--- config.mk ---
export PLATFORM = sky130hd
export DESIGN_NAME = imem_loader_rv32i
export DESIGN_NICKNAME = d
export VERILOG_FILES = /design/src/rtl/imem_loader_rv32i.sv
export SDC_FILE = /design/constraint.sdc
export NUM_CORES = 1
export LEC_CHECK = 0
export BUFFER_PORTS_ARGS = -buffer_cell sky130_fd_sc_hd__buf_2
export CAP_MARGIN = 20
export CORE_MARGIN = 2
export CORE_UTILIZATION = 57
export CTS_CLUSTER_SIZE = 25
export DETAILED_ROUTE_END_ITERATION = 6
export PLACE_DENSITY = 0.85
export SLEW_MARGIN = 0
export SYNTH_ARGS = -nofsm -noshare
export SYNTH_HDL_FRONTEND = slang
export SYNTH_SLANG_ARGS = --single-unit
export TNS_END_PERCENT = 30
--- constraint.sdc ---
create_clock -name clk -period 2.65 [get_ports clk]
set_clock_uncertainty 0.15 [all_clocks]
set_input_delay 0.53 -clock clk [delete_from_list [all_inputs] [get_ports clk]]
set_output_delay 0.53 -clock clk [all_outputs]
set_load 0.005 [all_outputs]
--- src/rtl/imem_loader_rv32i.sv ---
// Boot loader: receives a framed byte stream (SYNC, LEN_LO, LEN_HI, payload, CHK),
// packs the payload into little-endian words for the instruction memory and releases the core only after a verified load.
module imem_loader_rv32i #(
    parameter int unsigned IMEM_DEPTH = 256,
    parameter int unsigned ADDR_W     = 8,
    parameter logic [7:0]  SYNC_BYTE  = 8'hA5
) (
    input  logic              clk,
    input  logic              rst_n,
    input  logic [7:0]        in_data,
    input  logic              in_valid,
    output logic              in_ready,
    output logic              imem_we,
    output logic [ADDR_W-1:0] imem_waddr,
    output logic [31:0]       imem_wdata,
    output logic              core_rst_n,
    output logic              busy,
    output logic              done,
    output logic              err,
    output logic [15:0]       words_loaded
);

    typedef enum logic [2:0] {
        IDLE, LEN0, LEN1, DATA, WRITE, CHECK, DONE, ERROR
    } state_t;

    localparam logic [16:0]       DEPTH_L   = 17'(IMEM_DEPTH);
    localparam logic [ADDR_W-1:0] LAST_ADDR = ADDR_W'(IMEM_DEPTH - 1);

    state_t            state, state_nxt;
    logic [15:0]       n_words, n_words_nxt;
    logic [1:0]        idx, idx_nxt;
    logic [31:0]       asm_word, asm_nxt;
    logic [7:0]        chk, chk_nxt;
    logic [ADDR_W-1:0] waddr_nxt;
    logic [15:0]       words_nxt;
    logic              core_nxt, busy_nxt, done_nxt, err_nxt;
    logic              accept;
    logic [15:0]       n_len;

    assign in_ready   = (state != WRITE);
    assign imem_we    = (state == WRITE);
    assign imem_wdata = asm_word;
    assign accept     = in_valid && in_ready;
    assign n_len      = {in_data, n_words[7:0]};

    always_comb begin
        state_nxt   = state;
        n_words_nxt = n_words;
        idx_nxt     = idx;
        asm_nxt     = asm_word;
        chk_nxt     = chk;
        waddr_nxt   = imem_waddr;
        words_nxt   = words_loaded;
        core_nxt    = core_rst_n;
        busy_nxt    = busy;
        done_nxt    = done;
        err_nxt     = err;

        case (state)
            IDLE, DONE, ERROR: begin
                if (accept && in_data == SYNC_BYTE) begin
                    state_nxt = LEN0;
                    chk_nxt   = '0;
                    words_nxt = '0;
                    waddr_nxt = '0;
                    idx_nxt   = '0;
                    core_nxt  = 1'b0;
                    busy_nxt  = 1'b1;
                    done_nxt  = 1'b0;
                    err_nxt   = 1'b0;
                end
            end
            LEN0: begin
                if (accept) begin
                    n_words_nxt[7:0] = in_data;
                    state_nxt        = LEN1;
                end
            end
            LEN1: begin
                if (accept) begin
                    n_words_nxt = n_len;
                    if ({1'b0, n_len} > DEPTH_L) begin
                        state_nxt = ERROR;
                        err_nxt   = 1'b1;
                        busy_nxt  = 1'b0;
                        core_nxt  = 1'b0;
                    end else if (n_len == '0) begin
                        state_nxt = CHECK;
                    end else begin
                        state_nxt = DATA;
                    end
                end
            end
            DATA: begin
                if (accept) begin
                    case (idx)
                        2'd0:    asm_nxt[7:0]   = in_data;
                        2'd1:    asm_nxt[15:8]  = in_data;
                        2'd2:    asm_nxt[23:16] = in_data;
                        default: asm_nxt[31:24] = in_data;
                    endcase
                    chk_nxt = chk ^ in_data;
                    idx_nxt = idx + 2'd1;
                    if (idx == 2'd3) state_nxt = WRITE;
                end
            end
            WRITE: begin
                // Wrap only after the write to the last valid word, so a full-depth image never writes past it.
                waddr_nxt = (imem_waddr == LAST_ADDR) ? '0 : imem_waddr + 1'b1;
                words_nxt = words_loaded + 16'd1;
                state_nxt = (words_loaded + 16'd1 == n_words) ? CHECK : DATA;
            end
            CHECK: begin
                if (accept) begin
                    busy_nxt = 1'b0;
                    if (in_data == chk) begin
                        state_nxt = DONE;
                        done_nxt  = 1'b1;
                        core_nxt  = 1'b1;
                    end else begin
                        state_nxt = ERROR;
                        err_nxt   = 1'b1;
                        core_nxt  = 1'b0;
                    end
                end
            end
            default: state_nxt = IDLE;
        endcase
    end

    always_ff @(posedge clk or negedge rst_n) begin
        if (!rst_n) begin
            state        <= IDLE;
            n_words      <= '0;
            idx          <= '0;
            asm_word     <= '0;
            chk          <= '0;
            imem_waddr   <= '0;
            words_loaded <= '0;
            core_rst_n   <= 1'b0;
            busy         <= 1'b0;
            done         <= 1'b0;
            err          <= 1'b0;
        end else begin
            state        <= state_nxt;
            n_words      <= n_words_nxt;
            idx          <= idx_nxt;
            asm_word     <= asm_nxt;
            chk          <= chk_nxt;
            imem_waddr   <= waddr_nxt;
            words_loaded <= words_nxt;
            core_rst_n   <= core_nxt;
            busy         <= busy_nxt;
            done         <= done_nxt;
            err          <= err_nxt;
        end
    end

endmodule

# Word level (Yosys, flattened, before mapping)
# Index checks and enable logic that the tools add are counted.
[totals]
reg_bits = 89
inputBits = 11
out_inout_bits = 62
wordCells = 109
[classes]
n_addsub = 3
magnitude_cmp = 1
eq_ne = 24
n_mux = 40
bitwise_logic = 3
n_reduce_logical = 23
[ops]
columns = ["op", "count"]
rows = [
  ["$pmux W8 S2", 3],
  ["$mux W8", 4],
  ["$pmux W16 S2", 1],
  ["$mux W3", 9],
  ["$ne A2 B2 Y1 const B", 9],
  ["$pmux W3 S6", 1],
  ["$reduce_and A3 Y1", 6],
  ["$add A16 B1 Y16 const B", 1],
  ["$eq A16 B16 Y1", 1],
  ["$eq A8 B8 Y1 const B", 2],
  ["$gt A16 B9 Y1 const B", 1],
  ["$logic_not A16 Y1", 1],
  ["$mux W16", 1],
  ["$mux W1", 14],
  ["$eq A3 B3 Y1 const B", 4],
  ["$reduce_and A6 Y1", 2],
  ["$pmux W1 S3", 3],
  ["$add A8 B1 Y8 const B", 1],
  ["$eq A8 B8 Y1", 1],
  ["$xor A8 B8 Y8", 1],
  ["$eq A3 B2 Y1 const B", 2],
  ["$reduce_bool A2 Y1", 3],
  ["$reduce_or A3 Y1", 2],
  ["$reduce_and A5 Y1", 1],
  ["other kinds (15)", 20],
]

# Longest topological paths before layout
# Gate-level depths: netlist (run 1).
[logic_depth]
ltp_word = 5
depth_mapped = 8
mapped_depth_nobuf = 7

# Least setup slack after synthesis (run 1)
# No wires, ideal clock.
[synth_path]
path_kind = "input -> register"
startpoint = "input in_data[6]"
endpoint = "register core_rst_n"
setup_ps = 125
t_arrival_ps = 2217
required_time_ps = 2375
path_slack_ps = 158
path_stages = 5
n_path_buf = 0
path_cell_list = "or4_4 > or4_4 > a2111oi_4 > a2111oi_2 > mux2_4"
[synth_between]
elab_chain_cells = 4
elab_cells_between_ends = 10
classes_between = "1 x order compare; 4 x eq/ne; 3 x mux; 2 x reduce/logical"
[synth_lines]
columns = ["item", "line", "rtl"]
rows = [
  ["from (decl)", "10", "input logic [7:0] in_data,"],
  ["branches (longest 4 deep; another with $gt A16 B9 Y1)", "n/a", ""],
  ["to (signal assigned)", "153", "core_rst_n <= core_nxt;"],
  ["to (decl)", "16", "output logic core_rst_n,"],
]
# Parallel ways; which one is timed is not known. The select of a mux whose other input is x is not followed.
# A chain may end at the register's enable or synchronous reset.

# Worst setup path in the final report (run 1)
[layout_path]
startpoint = "register words_loaded[6]"
endpoint = "register state[1]"
[layout_between]
elab_chain_cells = 4
[layout_lines]
columns = ["item", "line", "rtl"]
rows = [
  ["from (decl)", "20", "output logic [15:0] words_loaded"],
  ["from (signal assigned)", "152", "words_loaded <= words_nxt;"],
  ["$add A16 B1 Y16", "112", "state_nxt = (words_loaded + 16'd1 == n_words) ? CHECK : DATA;"],
  ["$eq A16 B16 Y1", "112", ""],
  ["$mux W3", "112", ""],
  ["$pmux W3 S6", "60", "case (state)"],
  ["to (signal assigned)", "146", "state <= state_nxt;"],
  ["to (decl)", "30", "state_t state, state_nxt;"],
]
# Every way passes these cells.

==> results of run 1 <==
## routing by layer
layer  vias up  track usage [%]  part of all wire (%)
li1       1769                -                     -
met1      1917             34.2                    42
met2       150             43.9                    50
met3        14             6.90                   6.7
met4         0             9.18                   1.1
met5         -                0                     0
## placed cells by master (no fill, tap or decap), drive strengths merged, types with 2 or more instances in the layout
cell      synthesis  final
a2111oi           2      2
a21oi            19     19
a22o              2      2
and2              2      2
and3              6      6
buf               5     94
clkbuf           19      9
clkinv            0      2
clkinvlp          0      2
dfrtp            89     89
ha                6      6
inv               8     11
mux2             49     49
nand2            40     40
nand2b            3      3
nand3             9      9
nand4            10     10
nor2             44     44
nor2b             6      6
nor3              7      7
nor3b             2      2
nor4             11     11
o2111ai           2      2
o21a              3      3
o21ai            47     47
o31ai             7      7
o41ai             4      4
or4               3      3
xnor2            28     28
xor2              4      4
## worst max-delay path: stages, from the launching register on
cell	delay, ns
sky130_fd_sc_hd__dfrtp_1	0.49
sky130_fd_sc_hd__nand3_1	0.33
sky130_fd_sc_hd__nor4_1	0.71
sky130_fd_sc_hd__xnor2_1	0.14
sky130_fd_sc_hd__nor2_1	0.13
sky130_fd_sc_hd__nand4_1	0.17
sky130_fd_sc_hd__o21ba_1	0.22
## sequential cells by signal, indices dropped and copies added, names as in the netlist, 2 cells and up
signal / flops
chk: 8
state: 3
n_words: 16
idx: 2
words_loaded: 16
imem_wdata: 32
imem_waddr: 8
## through the flow
step           power, mW  instances  cell area [um^2]  util (%)
4_1_cts             4.44        639              5380      69.2
6_report            4.43        639              5380      69.2
5_1_grt             4.70        639              5380      69.2
3_3_place_gp        3.43        622              5170      66.6
2_1_floorplan       2.93        450              4590         -
3_5_place_dp        3.51        622              5170      66.6
## layout make-up
class / count / area [um^2] / share of cell area [%]
Multi-Input combinational cell: 329 / 2230 / 41.6
Clock inverter: 7 / 71.3 / 1.33
Sequential cell: 89 / 2230 / 41.4
Inverter: 8 / 30.0 / 0.558
Timing Repair Buffer: 95 / 563 / 10.5
Tap cell: 102 / 128 / 2.37
Clock buffer: 9 / 124 / 2.30
## worst max-delay path by stage
stage	from	endpoint	slack (ns)	cells past startpoint
after CTS	words_loaded[0]$_DFFE_PN0P_	state[1]$_DFFE_PN0P_	0.26	7
after detailed placement	in_data[6]	core_rst_n$_DFFE_PN0P_	-0.01	6
after floorplan	in_data[6]	core_rst_n$_DFFE_PN0P_	0.16	5
after global routing	words_loaded[0]$_DFFE_PN0P_	state[1]$_DFFE_PN0P_	0.03	7
final	words_loaded[6]$_DFFE_PN0P_	state[1]$_DFFE_PN0P_	0.21	6
after global placement	in_data[6]	core_rst_n$_DFFE_PN0P_	0.03	6
## power by group through the flow
stage / clock network (mW) / logic (mW) / registers [mW]
global route: 0.983 / 1.61 / 2.11
global placement: 0 / 1.38 / 2.05
finish: 0.921 / 1.44 / 2.07
CTS: 0.935 / 1.45 / 2.06
detailed placement: 0 / 1.44 / 2.08
floorplan: 0 / 0.954 / 1.98
## kinds of logic (layout without fill, tap and decap cells)
group,Yosys count,in the layout,synth area share [%]
xor gates and xnor gates,32,32,6.11
and+or+nand+nor,145,145,15.2
muxes,49,49,12.1
AOI/OAI and AO/OA,97,97,13.7
adders and majority gates,6,6,1.64
buffers and inverters,32,119,2.73
DFF,89,89,48.6
==> results.env, run 1 <==
PATH_CLASS='reg2reg'
CLKPWRFRAC_PCT=20.8
CRIT_PATH_END_KIND='flip-flop'
GRT_UTIL_ALL_LAYERS_PCT=26.6
CTS_MAX_PATH_BUFFERS=2
POWER.SWITCHING_mW=1.66
HOLDBUFCOUNTCTS=1
CLK_ROOT_BUFFER_CELL='sky130_fd_sc_hd__clkbuf_8'
REMAINING_DRC_ERRORS=0
RRSETUPSLACK_NS=0.21
SYNTH.CELL_AREA_MM2=0.00459
SYNTH.CELLS.MOST_FREQUENT='sky130_fd_sc_hd__dfrtp_1, sky130_fd_sc_hd__nor2_1, sky130_fd_sc_hd__nand2_1, sky130_fd_sc_hd__o21ai_1, sky130_fd_sc_hd__xnor2_1'
GRT_PASS1_VIAS=3686
GRT_OVERFLOW_TOTAL=0
TOTALNEGATIVESETUPSLACK_NS=0
FLOP_PWR_SHARE_PCT=46.6
POST-SYNTH-TOP-COUNT-CELL='sky130_fd_sc_hd__dfrtp_1'
TIMING.CRITICAL_PATH.REQUIRED_NS=2.77
NFILLCELLS=619
POST-ROUTE-PERIOD-UTIL_PCT=92.3
RESULT_OF_THE_RUN='complete, no violations'
ARRIVAL_NS=2.56
VIAS=3850
CTS_HTREE_LEVELS=3
ROWS=32
FINAL_NETS=549
CHIPHEIGHT_UM=93.7
SYNTH_SEQ_CELLS=89
MAX_SLEW_MARGIN_PCT=54.0
WORST_PIN_SLEW_NS=0.684
SYNTH_TOP_CELLS_BY_AREA='sky130_fd_sc_hd__dfrtp_1, sky130_fd_sc_hd__mux2_1, sky130_fd_sc_hd__mux2_2'
SYNTH_TOP_AREA_SHARE_PCT=48.6
DETAIL_ROUTED_VIA_COUNT_PER_CELL=6.03
TIMING.HOLD.WORST.CLASS='reg2reg'
DRT-PASS1-ITER-COUNT=5
POST_SYNTH.CELL_AREA_AVG_UM2=10.2
MAXCAPVIOLATIONS=0
WIRE_PER_INST_UM=17.6
PLACE_HPWL_UM=7870
CLK_LATENCY_NS=0.37
CTS_SETUP_BUFFERS=0
CLK_PIN_SLEW_WORST_PATHS_NS=0.10
RR_ENDPOINT='state[1]$_DFFE_PN0P_'
ANTENNA_FOUND_INITIAL=0
FLOORPLAN.INITIALDENSITY_PCT=59.1
DESIGN.DIE.AREA_MM2=0.00878
TRITONCTS='built'
RR_STARTPOINT='words_loaded[6]$_DFFE_PN0P_'
NETSWITCHINGFRACTION_PCT=37.5
PLACEABLECOREAREA_MM2=0.00777
CRITPATHLAUNCHTYPE='flip-flop'
DRT.ANTENNA.VIOLATING_NETS=0
GRT_PASS1_WL_UM=18300
COMB_POWER_SHARE_PCT=32.6
SETUP_VIOLATIONS=0
MAXSLEWVIOLCOUNT=0
YOSYS_WARNINGS=0
HOLD-PATH-CELL-COUNT=1
HOLD_VIOL_FINAL=0
INTERNAL_POWER_mW=2.77
ASYNCSETRESETFLOPFRACSYNTH_PCT=100
DRIVE_GT1_SHARE_PCT=27.0
FINALWORSTPATHREQUIREDPERIOD_NS=2.44
WORSTPATHMAXFANOUT=10
FINAL_CRITICAL_PATH_SETUP_SLACK_NS=0.205
N_ANTENNA_CELL=0
CLOCK_SINKS=89
ROUTABILITY_DRIVEN_PLACEMENT_CONGESTION_RATIO=0.904
FF2FF_PATH_DEPTH=6
TOTAL_ROUTED_LENGTH_UM=11200
POWER_DENSITY_mW_PER_MM2=824
POSTSYNTHNETCOUNT=467
DP_SLACK_NS=-0.0144
PEAKVDDDROP_mV=0.535
POSTCTSRESIZEDCELLS=0
SYN-INSTANCE-COUNT=450
MAXIMUM_NUMBER_OF_PINS_ON_ONE_NET_BEFORE_GLOBAL_ROUTE_REPAIR=68
RSZ0062_AT_GRT='false'
WHS_NS=0.345
MIN_TO='imem_wdata[2]$_DFFE_PN0P_'
BUFFER_PORTS.INSERTED=72
FMAX_GHz=0.409
DIEWIDTH_UM=93.7
SYNTH_EDF_COUNT=0
LEAKAGE_nW=2.58
WORST_HOLD_STARTPOINT='imem_wdata[2]$_DFFE_PN0P_'
DOMINANTREGCELLSYNTH='sky130_fd_sc_hd__dfrtp_1'
SYN_TO_FINAL_GROWTH_PCT=17.2
TRITONCTS.NUM_BUFFERS=9
POST-SYNTH-TOP-AREA-CELL='sky130_fd_sc_hd__dfrtp_1'
INITIALDRTVIOLATIONCOUNT=269
YS_SEQ_AREA_SHARE_PCT=48.6
SYNTH_CELL_TYPES=51
IO_PINS=73
(Power assumes the default switching activity.)
==> run 2, diff against run 1 <==
--- a/config.mk
+++ b/config.mk
@@ -5,7 +5,7 @@
 export SDC_FILE = /design/constraint.sdc
 export NUM_CORES = 1
 export LEC_CHECK = 0
-export BUFFER_PORTS_ARGS = -buffer_cell sky130_fd_sc_hd__buf_2
+export BUFFER_PORTS_ARGS = -buffer_cell sky130_fd_sc_hd__buf_4
 export CAP_MARGIN = 20
 export CORE_MARGIN = 2
 export CORE_UTILIZATION = 57
==> results.env, run 2 (synthesis results as in run 1) <==
DRT.ANTENNA.VIOLATING_NETS=0
MAXCAPVIOLATIONS=0
CHIPHEIGHT_UM=93.7
CRITICAL_PATH.SLOWEST_CELL='sky130_fd_sc_hd__dfrtp_1'
CTS_SETUP_BUFFERS=0
COMBINED_AREA_OF_THE_MULTI_INPUT_LOGIC_CELLS_MM2=0.00224
ANTENNA_FOUND_INITIAL=0
FINALWORSTPATHREQUIREDPERIOD_NS=2.46
MOSTFREQUENTLAYOUTCELLS='sky130_fd_sc_hd__dfrtp_1, sky130_fd_sc_hd__buf_4, sky130_fd_sc_hd__nor2_1'
GRT_PASS1_WL_UM=18800
FF2FF_PATH_DEPTH=7
WIRE_PER_INST_UM=17.8
RR_STARTPOINT='words_loaded[0]$_DFFE_PN0P_'
NFILLCELLS=600
WORST_PIN_SLEW_NS=0.766
UTILIZATION_PCT=71.3
GRT_PASS1_VIAS=3760
CTS_MAX_PATH_BUFFERS=2
HOLDBUFCOUNTCTS=0
CRITICAL_PATH.CELL_CHAIN='ha_1 > nand3_2 > o21ai_0 > o31ai_1 > nor4_1 > nand4_1 > o21ba_1'
POWER.SWITCHING_mW=1.63
TIMING.HOLD.WORST.CLASS='in2async'
RRSETUPSLACK_NS=0.19
CTS_HTREE_LEVELS=3
ROWS=32
FMAX_GHz=0.407
INITIALDRTVIOLATIONCOUNT=213
GRT_UTIL_ALL_LAYERS_PCT=27.6
PLACEABLECOREAREA_MM2=0.00777
WL_MET3_UM=810
CRIT_PATH_END_KIND='flip-flop'
IO_PINS=73
ROUTABILITY_DRIVEN_PLACEMENT_CONGESTION_RATIO=0.878
TRITONCTS.NUM_BUFFERS=9
SYN_TO_FINAL_GROWTH_PCT=20.7
WORSTSETUPENDPOINT='state[1]$_DFFE_PN0P_'
MAXSLEWVIOLCOUNT=0
HOLD_VIOL_FINAL=0
N_ANTENNA_CELL=0
TOTAL_ROUTED_LENGTH_UM=11300
HIGHEST_LAYER='met4'
WIRELENGTH_MET1_UM=4770
CLOCK_SINKS=89
COMB_POWER_SHARE_PCT=33.2
POWER_DENSITY_mW_PER_MM2=832
AREA.SEQUENTIAL_MM2=0.00223
NON_FILLER_INSTANCE_COUNT_AFTER_LAYOUT=634
MAXIMUM_NUMBER_OF_PINS_ON_ONE_NET_BEFORE_GLOBAL_ROUTE_REPAIR=60
INTERNAL_POWER_mW=2.98
CRITPATHBUFINV=0
POST-ROUTE-PERIOD-UTIL_PCT=92.8
GRT_OVERFLOW_TOTAL=0
CLK_LATENCY_NS=0.36
LARGEST_REG_FLOPS=32
TRITONCTS='built'
PEAKVDDDROP_mV=0.622
REMAINING_DRC_ERRORS=0
WORST_SETUP_SP='words_loaded[0]$_DFFE_PN0P_'
RESULT_OF_THE_RUN='complete, no violations'
CRITPATHLAUNCHTYPE='flip-flop'
CRIT_FAMILY='simple AND/OR/NAND/NOR gates'
ARRIVAL_NS=2.55
DRT-PASS1-ITER-COUNT=6
DETAIL_ROUTED_VIA_COUNT_PER_CELL=6.00
FINAL_NETS=544
TIMING.CRITICAL_PATH.REQUIRED_NS=2.75
FLOP_PWR_SHARE_PCT=45.4
NETSWITCHINGFRACTION_PCT=35.3
BUFFER_PORTS.INSERTED=72
SETUP_VIOLATIONS=0
DIEWIDTH_UM=93.7
MAX_SLEW_MARGIN_PCT=49.0
CP_SLOWEST_STAGE_DELAY_NS=0.49
CLK_PIN_SLEW_WORST_PATHS_NS=0.09
FLOORPLAN.INITIALDENSITY_PCT=59.1
DP.CELLS=618
WHS_NS=0.0866
MET2ROUTEDLENGTH_UM=5510
LEAKAGE_nW=2.57
CLKPWRFRAC_PCT=21.5
RSZ0062_AT_GRT='false'
RR_ENDPOINT='state[1]$_DFFE_PN0P_'
CLK_ROOT_BUFFER_CELL='sky130_fd_sc_hd__clkbuf_8'
PLACE_HPWL_UM=7930
VIAS=3801
DRIVE_GT1_SHARE_PCT=26.9
DESIGN.DIE.AREA_MM2=0.00878
WORSTPATHMAXFANOUT=8
FINAL_CRITICAL_PATH_SETUP_SLACK_NS=0.192
WORSTSETUPPATHDEPTH=7
PATH_CLASS='reg2reg'
P_TOTAL_mW=4.61
DP_SLACK_NS=-0.0419
## run 2: cell type report
class	instances	share of cell area, %
timing repair buffer	90	12.7
tap	102	2.31
sequential	89	40.2
clock inverter	6	1.31
multi-input combinational	329	40.5
inverter	8	0.542
clock buffer	10	2.49
## run 2: how the worst min path moves through the flow
stage,slack [ns],from,cells after the start,end
after CTS,0.12,rst_n,1,state[0]$_DFFE_PN0P_
after global placement,0.33,imem_wdata[5]$_DFFE_PN0P_,1,imem_wdata[5]$_DFFE_PN0P_
after detailed placement,0.33,imem_wdata[13]$_DFFE_PN0P_,1,imem_wdata[13]$_DFFE_PN0P_
after floorplan,0.08,rst_n,0,busy$_DFFE_PN0P_
final,0.09,rst_n,1,state[0]$_DFFE_PN0P_
after global routing,0.13,rst_n,1,words_loaded[11]$_DFFE_PN0P_
## run 2: metal layers
metal / vias up / GRT usage [%]
li1: 1759 / -
met1: 1866 / 36.8
met2: 157 / 44.6
met3: 19 / 5.86
met4: 0 / 10.0
met5: - / 0
## run 2: power groups by stage
stage / combinational [mW] / clock (mW) / sequential (mW)
CTS: 1.54 / 0.997 / 2.08
global route: 1.72 / 1.05 / 2.14
detailed placement: 1.53 / 0 / 2.10
finish: 1.53 / 0.988 / 2.09
floorplan: 0.954 / 0 / 1.98
global placement: 1.47 / 0 / 2.08
## run 2: repair_timing
action                                  in CTS  in global routing
endpoints found under the setup margin       0                  3
resized for setup                            0                  2
endpoints found under the hold margin        0                  0
## run 2: worst reg2reg max path: stages (launching register included)
cell and delay, ns:
sky130_fd_sc_hd__dfrtp_1 0.49, sky130_fd_sc_hd__ha_1 0.33, sky130_fd_sc_hd__nand3_2 0.20, sky130_fd_sc_hd__o21ai_0 0.21, sky130_fd_sc_hd__o31ai_1 0.09, sky130_fd_sc_hd__nor4_1 0.39, sky130_fd_sc_hd__nand4_1 0.24, sky130_fd_sc_hd__o21ba_1 0.24
## run 2: per-stage QoR
step | TNS [ns] | cell area, um^2
finish | 0 | 5540
global route | 0 | 5540
CTS | 0 | 5530
detailed placement | -0.0536 | 5320
global placement | -0.00376 | 5320
floorplan | 0 | 4590
==> run 3, diff against run 2 <==
--- a/config.mk
+++ b/config.mk
@@ -5,7 +5,7 @@
 export SDC_FILE = /design/constraint.sdc
 export NUM_CORES = 1
 export LEC_CHECK = 0
-export BUFFER_PORTS_ARGS = -buffer_cell sky130_fd_sc_hd__buf_4
+export BUFFER_PORTS_ARGS = -buffer_cell sky130_fd_sc_hd__clkbuf_2
 export CAP_MARGIN = 20
 export CORE_MARGIN = 2
 export CORE_UTILIZATION = 57
==> results.env, run 3 (synthesis results as in run 1) <==
GRT_PASS1_VIAS=3746
DRT-PASS1-ITER-COUNT=7
WIRELENGTH_MET1_UM=4910
DP_SLACK_NS=-0.0212
MOSTFREQUENTLAYOUTCELLS='sky130_fd_sc_hd__dfrtp_1, sky130_fd_sc_hd__clkbuf_2, sky130_fd_sc_hd__nor2_1'
RRSETUPSLACK_NS=0.27
IO_PINS=73
CLOCK_SINKS=89
NFILLCELLS=597
POWER_DENSITY_mW_PER_MM2=823
ANTENNA_FOUND_INITIAL=0
TRITONCTS.NUM_BUFFERS=9
MET2ROUTEDLENGTH_UM=5300
RESULT_OF_THE_RUN='complete, no violations'
GRT_UTIL_ALL_LAYERS_PCT=26.9
FLOORPLAN.INITIALDENSITY_PCT=59.1
HOLD_VIOL_FINAL=0
MAX_SLEW_MARGIN_PCT=57.3
FINAL_CRITICAL_PATH_SETUP_SLACK_NS=0.272
CHIPHEIGHT_UM=93.7
DIEWIDTH_UM=93.7
CTS_HTREE_LEVELS=3
FINAL_COMMON_CELL='sky130_fd_sc_hd__dfrtp_1'
WORST_PIN_SLEW_NS=0.637
LEAKAGE_nW=2.54
TRITONCTS='built'
WORSTSETUPENDPOINT='imem_we'
NON_FILLER_INSTANCE_COUNT_AFTER_LAYOUT=638
TOTAL_ROUTED_LENGTH_UM=11100
PLACE_HPWL_UM=7840
GRT_PASS1_WL_UM=18400
DESIGN.DIE.AREA_MM2=0.00878
SYN_TO_FINAL_GROWTH_PCT=17.3
TIMING.HOLD.WORST.CLASS='in2reg'
AREA.SEQUENTIAL_MM2=0.00223
GRT_OVERFLOW_TOTAL=0
VIAS=3797
DETAIL_ROUTED_VIA_COUNT_PER_CELL=5.95
FINALWORSTPATHREQUIREDPERIOD_NS=2.38
PEAKVDDDROP_mV=0.526
RR_STARTPOINT='words_loaded[3]$_DFFE_PN0P_'
DPL-INSTANCE-AREA_MM2=0.00516
WIRE_PER_INST_UM=17.5
ROUTABILITY_DRIVEN_PLACEMENT_CONGESTION_RATIO=0.904
MAXIMUM_NUMBER_OF_PINS_ON_ONE_NET_BEFORE_GLOBAL_ROUTE_REPAIR=67
CRIT_PATH_END_KIND='output port'
DP.CELLS=621
CTS_MAX_PATH_BUFFERS=2
CLK_ROOT_BUFFER_CELL='sky130_fd_sc_hd__clkbuf_8'
CLK_PIN_SLEW_WORST_PATHS_NS=0.10
CTS_SETUP_BUFFERS=0
CRITPATHLAUNCHTYPE='flip-flop'
WHS_NS=0.338
BUFFER_PORTS.INSERTED=72
PLACEABLECOREAREA_MM2=0.00777
FMAX_GHz=0.421
PATH_CLASS='reg2out'
WORST_SETUP_SP='state[2]$_DFFE_PN0P_'
N_ANTENNA_CELL=0
ARRIVAL_NS=1.70
COMBINED_AREA_OF_THE_MULTI_INPUT_LOGIC_CELLS_MM2=0.00225
WORSTPATHMAXFANOUT=13
MAXSLEWVIOLCOUNT=0
REMAINING_DRC_ERRORS=0
SETUP_VIOLATIONS=0
WL_MET3_UM=761
RSZ0062_AT_GRT='false'
CLK_LATENCY_NS=0.37
ROWS=32
FINISH.INSTANCE_AREA_MM2=0.00538
INITIALDRTVIOLATIONCOUNT=271
FINAL_NETS=548
FF2FF_PATH_DEPTH=7
DRT.ANTENNA.VIOLATING_NETS=0
HIGHEST_LAYER='met4'
MAXCAPVIOLATIONS=0
DRIVE_GT1_SHARE_PCT=27.2
LARGEST_REG_FLOPS=32
TIMING.CRITICAL_PATH.REQUIRED_NS=1.97
RR_ENDPOINT='state[1]$_DFFE_PN0P_'
POST-ROUTE-PERIOD-UTIL_PCT=89.7
run 3: per-layer routing:
metal | track usage, % | vias to the layer above
li1 | - | 1770
met1 | 36.1 | 1834
met2 | 44.1 | 177
met3 | 5.78 | 16
met4 | 8.21 | 0
met5 | 0 | -
run 3: final cells by class:
type | count | share of cell area [%]
inverter | 8 | 0.558
timing repair buffer | 94 | 10.3
tap | 102 | 2.37
sequential | 89 | 41.4
clock buffer | 9 | 2.30
clock inverter | 7 | 1.35
multi-input combinational | 329 | 41.7
run 3: critical path: stages, from the launching register on:
cell,delay [ns]
sky130_fd_sc_hd__dfrtp_1,0.62
sky130_fd_sc_hd__nand3_1,0.41
sky130_fd_sc_hd__inv_1,0.17
sky130_fd_sc_hd__clkbuf_2,0.13
run 3: power breakdown:
group          internal, mW  switching [mW]
clock                 0.368           0.558
combinational         0.697           0.726
sequential             1.69           0.388
run 3: through the flow:
stage               power (mW)  util (%)  setup TNS, ns
global route              4.70      69.3              0
finish                    4.43      69.3              0
detailed placement        3.50      66.5        -0.0289
floorplan                 2.93         -              0
CTS                       4.43      69.2              0
global placement          3.42      66.5              0
run 3: worst min path at each step:
stage                          start                         end  slack [ns]  cells after the start
after floorplan                rst_n            busy$_DFFE_PN0P_        0.08                      0
after global placement         rst_n        state[0]$_DFFE_PN0P_        0.30                      1
after detailed placement       rst_n        state[0]$_DFFE_PN0P_        0.30                      1
after CTS                 in_data[7]  imem_wdata[31]$_DFFE_PN0P_        0.32                      2
after global routing      in_data[7]  imem_wdata[31]$_DFFE_PN0P_        0.33                      2
final                     in_data[7]  imem_wdata[31]$_DFFE_PN0P_        0.34                      2
run 3: what timing repair did:
| action | CTS | global route |
|---|---|---|
| hold endpoints to repair | 23 | 0 |
| hold buffers | 1 | 0 |
| endpoints found under the setup margin | 0 | 1 |
| resized for setup | 0 | 2 |
